$ cat src/rtl/bcd_conv_sched.sv
// bcd_conv_sched: two-requester round-robin front end feeding a
// sequential 8-bit binary to 3-digit BCD converter (double dabble).
module bcd_conv_sched (
  input  logic       clk,
  input  logic       rst,
  input  logic       req0_valid,
  input  logic [7:0] req0_data,
  output logic       req0_ready,
  input  logic       req1_valid,
  input  logic [7:0] req1_data,
  output logic       req1_ready,
  output logic       out_valid,
  input  logic       out_ready,
  output logic       out_id,
  output logic [3:0] out_hundreds,
  output logic [3:0] out_tens,
  output logic [3:0] out_ones,
  output logic       busy
);

  typedef enum logic [1:0] {
    IDLE  = 2'd0,
    SHIFT = 2'd1,
    HOLD  = 2'd2
  } state_t;

  state_t     state;
  state_t     state_nx;

  logic [7:0] opnd;
  logic [2:0] cnt;
  logic       last;
  logic       id;
  logic [3:0] hun;
  logic [3:0] ten;
  logic [3:0] one;

  logic       gnt1;
  logic       take;
  logic [2:0] hun_a;
  logic [3:0] ten_a;
  logic [3:0] one_a;

  function automatic logic [3:0] adj(input logic [3:0] d);
    return (d >= 4'd5) ? d + 4'd3 : d;
  endfunction

  // last=1 means req1 was served last, so req0 wins a tie
  always_comb begin
    gnt1 = 1'b0;
    unique case (1'b1)
      (req0_valid & req1_valid): gnt1 = ~last;
      (req1_valid & ~req0_valid): gnt1 = 1'b1;
      default: gnt1 = 1'b0;
    endcase
  end

  always_comb begin
    state_nx   = state;
    req0_ready = 1'b0;
    req1_ready = 1'b0;
    out_valid  = 1'b0;
    take       = 1'b0;
    unique case (state)
      IDLE: begin
        req0_ready = ~gnt1;
        req1_ready = gnt1;
        take       = gnt1 ? req1_valid : req0_valid;
        if (take) state_nx = SHIFT;
      end
      SHIFT: begin
        if (cnt == 3'd7) state_nx = HOLD;
      end
      HOLD: begin
        out_valid = 1'b1;
        if (out_ready) state_nx = IDLE;
      end
      default: state_nx = IDLE;
    endcase
  end

  always_ff @(posedge clk) begin
    if (rst) state <= IDLE;
    else     state <= state_nx;
  end

  // hundreds never exceeds 2 for an 8-bit operand, so only 3 bits
  // survive the shift out of the top digit
  always_comb begin
    hun_a = (hun >= 4'd5) ? hun[2:0] + 3'd3 : hun[2:0];
    ten_a = adj(ten);
    one_a = adj(one);
  end

  always_ff @(posedge clk) begin
    if (rst) begin
      opnd <= '0;
      cnt  <= '0;
      last <= 1'b1;
      id   <= 1'b0;
      hun  <= '0;
      ten  <= '0;
      one  <= '0;
    end else if (state == IDLE) begin
      if (take) begin
        opnd <= gnt1 ? req1_data : req0_data;
        id   <= gnt1;
        last <= gnt1;
        cnt  <= '0;
        hun  <= '0;
        ten  <= '0;
        one  <= '0;
      end
    end else if (state == SHIFT) begin
      hun  <= {hun_a, ten_a[3]};
      ten  <= {ten_a[2:0], one_a[3]};
      one  <= {one_a[2:0], opnd[7]};
      opnd <= {opnd[6:0], 1'b0};
      cnt  <= cnt + 3'd1;
    end
  end

  assign out_id       = id;
  assign out_hundreds = hun;
  assign out_tens     = ten;
  assign out_ones     = one;
  assign busy         = (state != IDLE);

endmodule

$ cat config.mk
export PLATFORM = sky130hd
export DESIGN_NAME = bcd_conv_sched
export DESIGN_NICKNAME = d
export VERILOG_FILES = /design/src/rtl/bcd_conv_sched.sv
export SDC_FILE = /design/constraint.sdc
export NUM_CORES = 1
export LEC_CHECK = 0
export ABC_AREA = 0
export CORE_MARGIN = 10
export CORE_UTILIZATION = 50
export CTS_CLUSTER_SIZE = 10
export DETAILED_ROUTE_END_ITERATION = 8
export PLACE_DENSITY = 0.9
export SYNTH_ARGS = -nofsm -noshare
export SYNTH_HDL_FRONTEND = slang
export SYNTH_SLANG_ARGS = --single-unit
$ cat constraint.sdc
create_clock -name clk -period 3.8 [get_ports clk]
set_clock_uncertainty 0.1 [all_clocks]
set_input_delay 1.14 -clock clk [delete_from_list [all_inputs] [get_ports clk]]
set_output_delay 1.14 -clock clk [all_outputs]
set_load 0.02 [all_outputs]
==> results.cfg <==
[place]
io_buffers = 37
dp_hpwl_mm = 2.93
placed_area_um2 = 2030
finalWeightedCongestion = 0.834

[synth]
ys_warn_count = 0
synth-simple-area-share = 0.180
ys_seq_elements = 27
syn_area_per_cell_um2 = 8.70
ys_seq_area_frac = 0.336
ys_types = 38
synthMuxAreaShare = 0.00622
syn_area_um2 = 1610
synth_xor_area_frac = 0.0109
synth_compound_area_frac = 0.319
synthAdderAreaFrac = 0.0622
synth_top_family_by_area = compound AO/OA/AOI/OAI gates
syn-num-nets = 214
synth_cells = 185

[global_routing]
grt_pass1_wl_mm = 6.96
grt_start_max_net_pins = 31
grt_pass1_vias = 1536
antenna_found_initial = 0
grt_usage = 0.134
gr-total-overflow = 0

[cells_and_area]
final_common_cell = clkdlybuf4s50_1
fin_util = 0.667
postLayoutCellArea_um2 = 2050
syn2layout_area_growth_pct = 27.6
regArea_um2 = 541
final_cell_mix = clkdlybuf4s50_1, dfxtp_1, a21oi_1
final_nets = 252
drive_gt1_frac = 0.0946
num_antenna_cells = 0
multi_input_area_um2 = 932
fillerInstances = 261

[floorplan]
die_h_um = 76.8
dieWidth_um = 76.8
rows = 20
io-pin-count = 38
dieArea_um2 = 5890
core_um2 = 3080
floorplan.initialDensity = 0.523

[sta]
finalCritPeriodShare = 0.968
setup_violations = 0
drv_slew = 0
final_hold_viol_count = 0
slew_headroom = 0.455
worstMarginPinSlew_ns = 0.814
tns_ns = 0
rsz0062_at_grt = no
period_needed_ns = 3.68
max_freq_mhz = 272

[clock_network]
cts_setup_buffers = 0
post_cts_resized = 0
clk_latency_ns = 0.33
cts_tree = yes
cts_root_buf = clkbuf_4
ctsHoldBuffers = 0
cts_buffers = 3
clk_path_buf_depth = 2
cts_max_level = 1
cts_sinks = 27
clk_pin_slew_ns = 0.14

[drt]
route.detailed.drc = 0
wirelength_mm = 3.94
routedWlPerCell_um = 14.8
num_vias = 1542
postRouteAntennaNets = 0
dr.pass1.iters = 4
viasPerCell = 5.80
drtIter0Drc = 97

[pwr]
p_leak_nw = 0.713
pwr_density_cell_nw_per_um2 = 257
p_total_mw = 0.528
ir_drop_v = 0.000242

[critical_path]
critPathLaunch = req0_valid
crit_fanout = 3
crit_path_end_kind = output port
cp_data_required_time_ns = 2.56
arrival_ns = 2.44
critPathLaunchType = primary input
r2r_start = state[0]$_SDFFE_PP0P_
r2r_cells = 4
critPathKind = primary input to output port

[min_path]
min_path_cells = 2
hold_class = flip-flop to flip-flop
hold_path_startpoint = opnd[7]$_SDFFE_PP0P_

[outcome]
status = finished, final reports clean

[flow_run]
drv_cap = 0
## flip-flops by register name (all words and copies together), names as in the netlist
name / flops
cnt: 3
last: 1
opnd: 8
out_hundreds: 4
out_id: 1
out_ones: 4
out_tens: 4
state: 2
## worst max-delay path: stages
cell             delay [ns]
clkdlybuf4s50_1        0.52
a21boi_2               0.08
nor2_1                 0.09
clkdlybuf4s50_1        0.61
## final cells by class
class,count,area share
Clock buffer,4,0.0128
Tap cell,44,0.0268
Timing Repair Buffer,46,0.214
Multi-Input combinational cell,129,0.454
Sequential cell,27,0.263
Inverter,16,0.0292
## where the power goes
group          switching (mW)  total, mW  leakage, nW  internal (mW)
registers             0.00733      0.302        0.220          0.295
logic                  0.0497      0.102        0.478         0.0527
clock network          0.0819      0.123       0.0150         0.0412
total                   0.139      0.528        0.713          0.389
## routing by layer
metal,up-vias,wire (um),global-route usage
met5,-,0,0
met4,0,10,0.0186
met3,3,195,0.0431
met2,28,2030,0.242
met1,738,1700,0.152
li1,773,-,-
## final timing paths
path	endpoint	slack, ns
max	req0_ready	0.12
min	out_ones[0]$_SDFFE_PP0P_	0.38
max reg2reg	out_ones[2]$_SDFFE_PP0P_	1.91
min reg2reg	out_ones[0]$_SDFFE_PP0P_	0.38
## synthesized netlist by cell type, drive strengths merged
cell type | number | area share
nand4 | 1 | 0.0039
a2111oi | 1 | 0.0054
o311ai | 1 | 0.010
inv | 14 | 0.033
nand3b | 7 | 0.033
o211ai | 13 | 0.061
nor2b | 5 | 0.019
o2111ai | 6 | 0.033
a21bo | 1 | 0.0062
nor4b | 3 | 0.016
dfxtp | 27 | 0.34
ha | 8 | 0.062
nor2 | 4 | 0.011
o21a | 3 | 0.014
a21oi | 16 | 0.052
a211oi | 7 | 0.033
nand3 | 11 | 0.034
a22oi | 1 | 0.0047
a32o | 2 | 0.014
o31ai | 3 | 0.014
nand2b | 5 | 0.019
or3b | 1 | 0.0054
clkbuf | 2 | 0.0047
nor3 | 1 | 0.010
a21boi | 1 | 0.0070
clkinv | 2 | 0.0047
a311oi | 7 | 0.038
nor3b | 1 | 0.0078
buf | 11 | 0.044
or3 | 1 | 0.0039
nand2 | 7 | 0.016
mux2i | 1 | 0.0062
xnor2 | 2 | 0.011
o21ai | 9 | 0.028
## cells by family (layout without fill, tap and decap cells)
group	after synthesis	after routing
multiplexers	1	1
buffers and inverters	29	66
flip-flops	27	27
AND/OR/NAND/NOR	47	47
adder cells (fa/ha/maj)	8	8
XOR/XNOR	2	2
AO/OA/AOI/OAI	71	71
## through the flow
| step | hold slack [ns] | cells | worst slack [ns] |
|---|---|---|---|
| floorplan | 0.336 | 185 | 0.779 |
| global placement | 0.345 | 262 | 0.0227 |
| detailed placement | 0.363 | 262 | 0.00134 |
| CTS | 0.382 | 266 | 0.00134 |
| global route | 0.412 | 266 | 0.0539 |
| finish | 0.382 | 266 | 0.122 |
No activity file was read; power rests on OpenSTA's default activity.
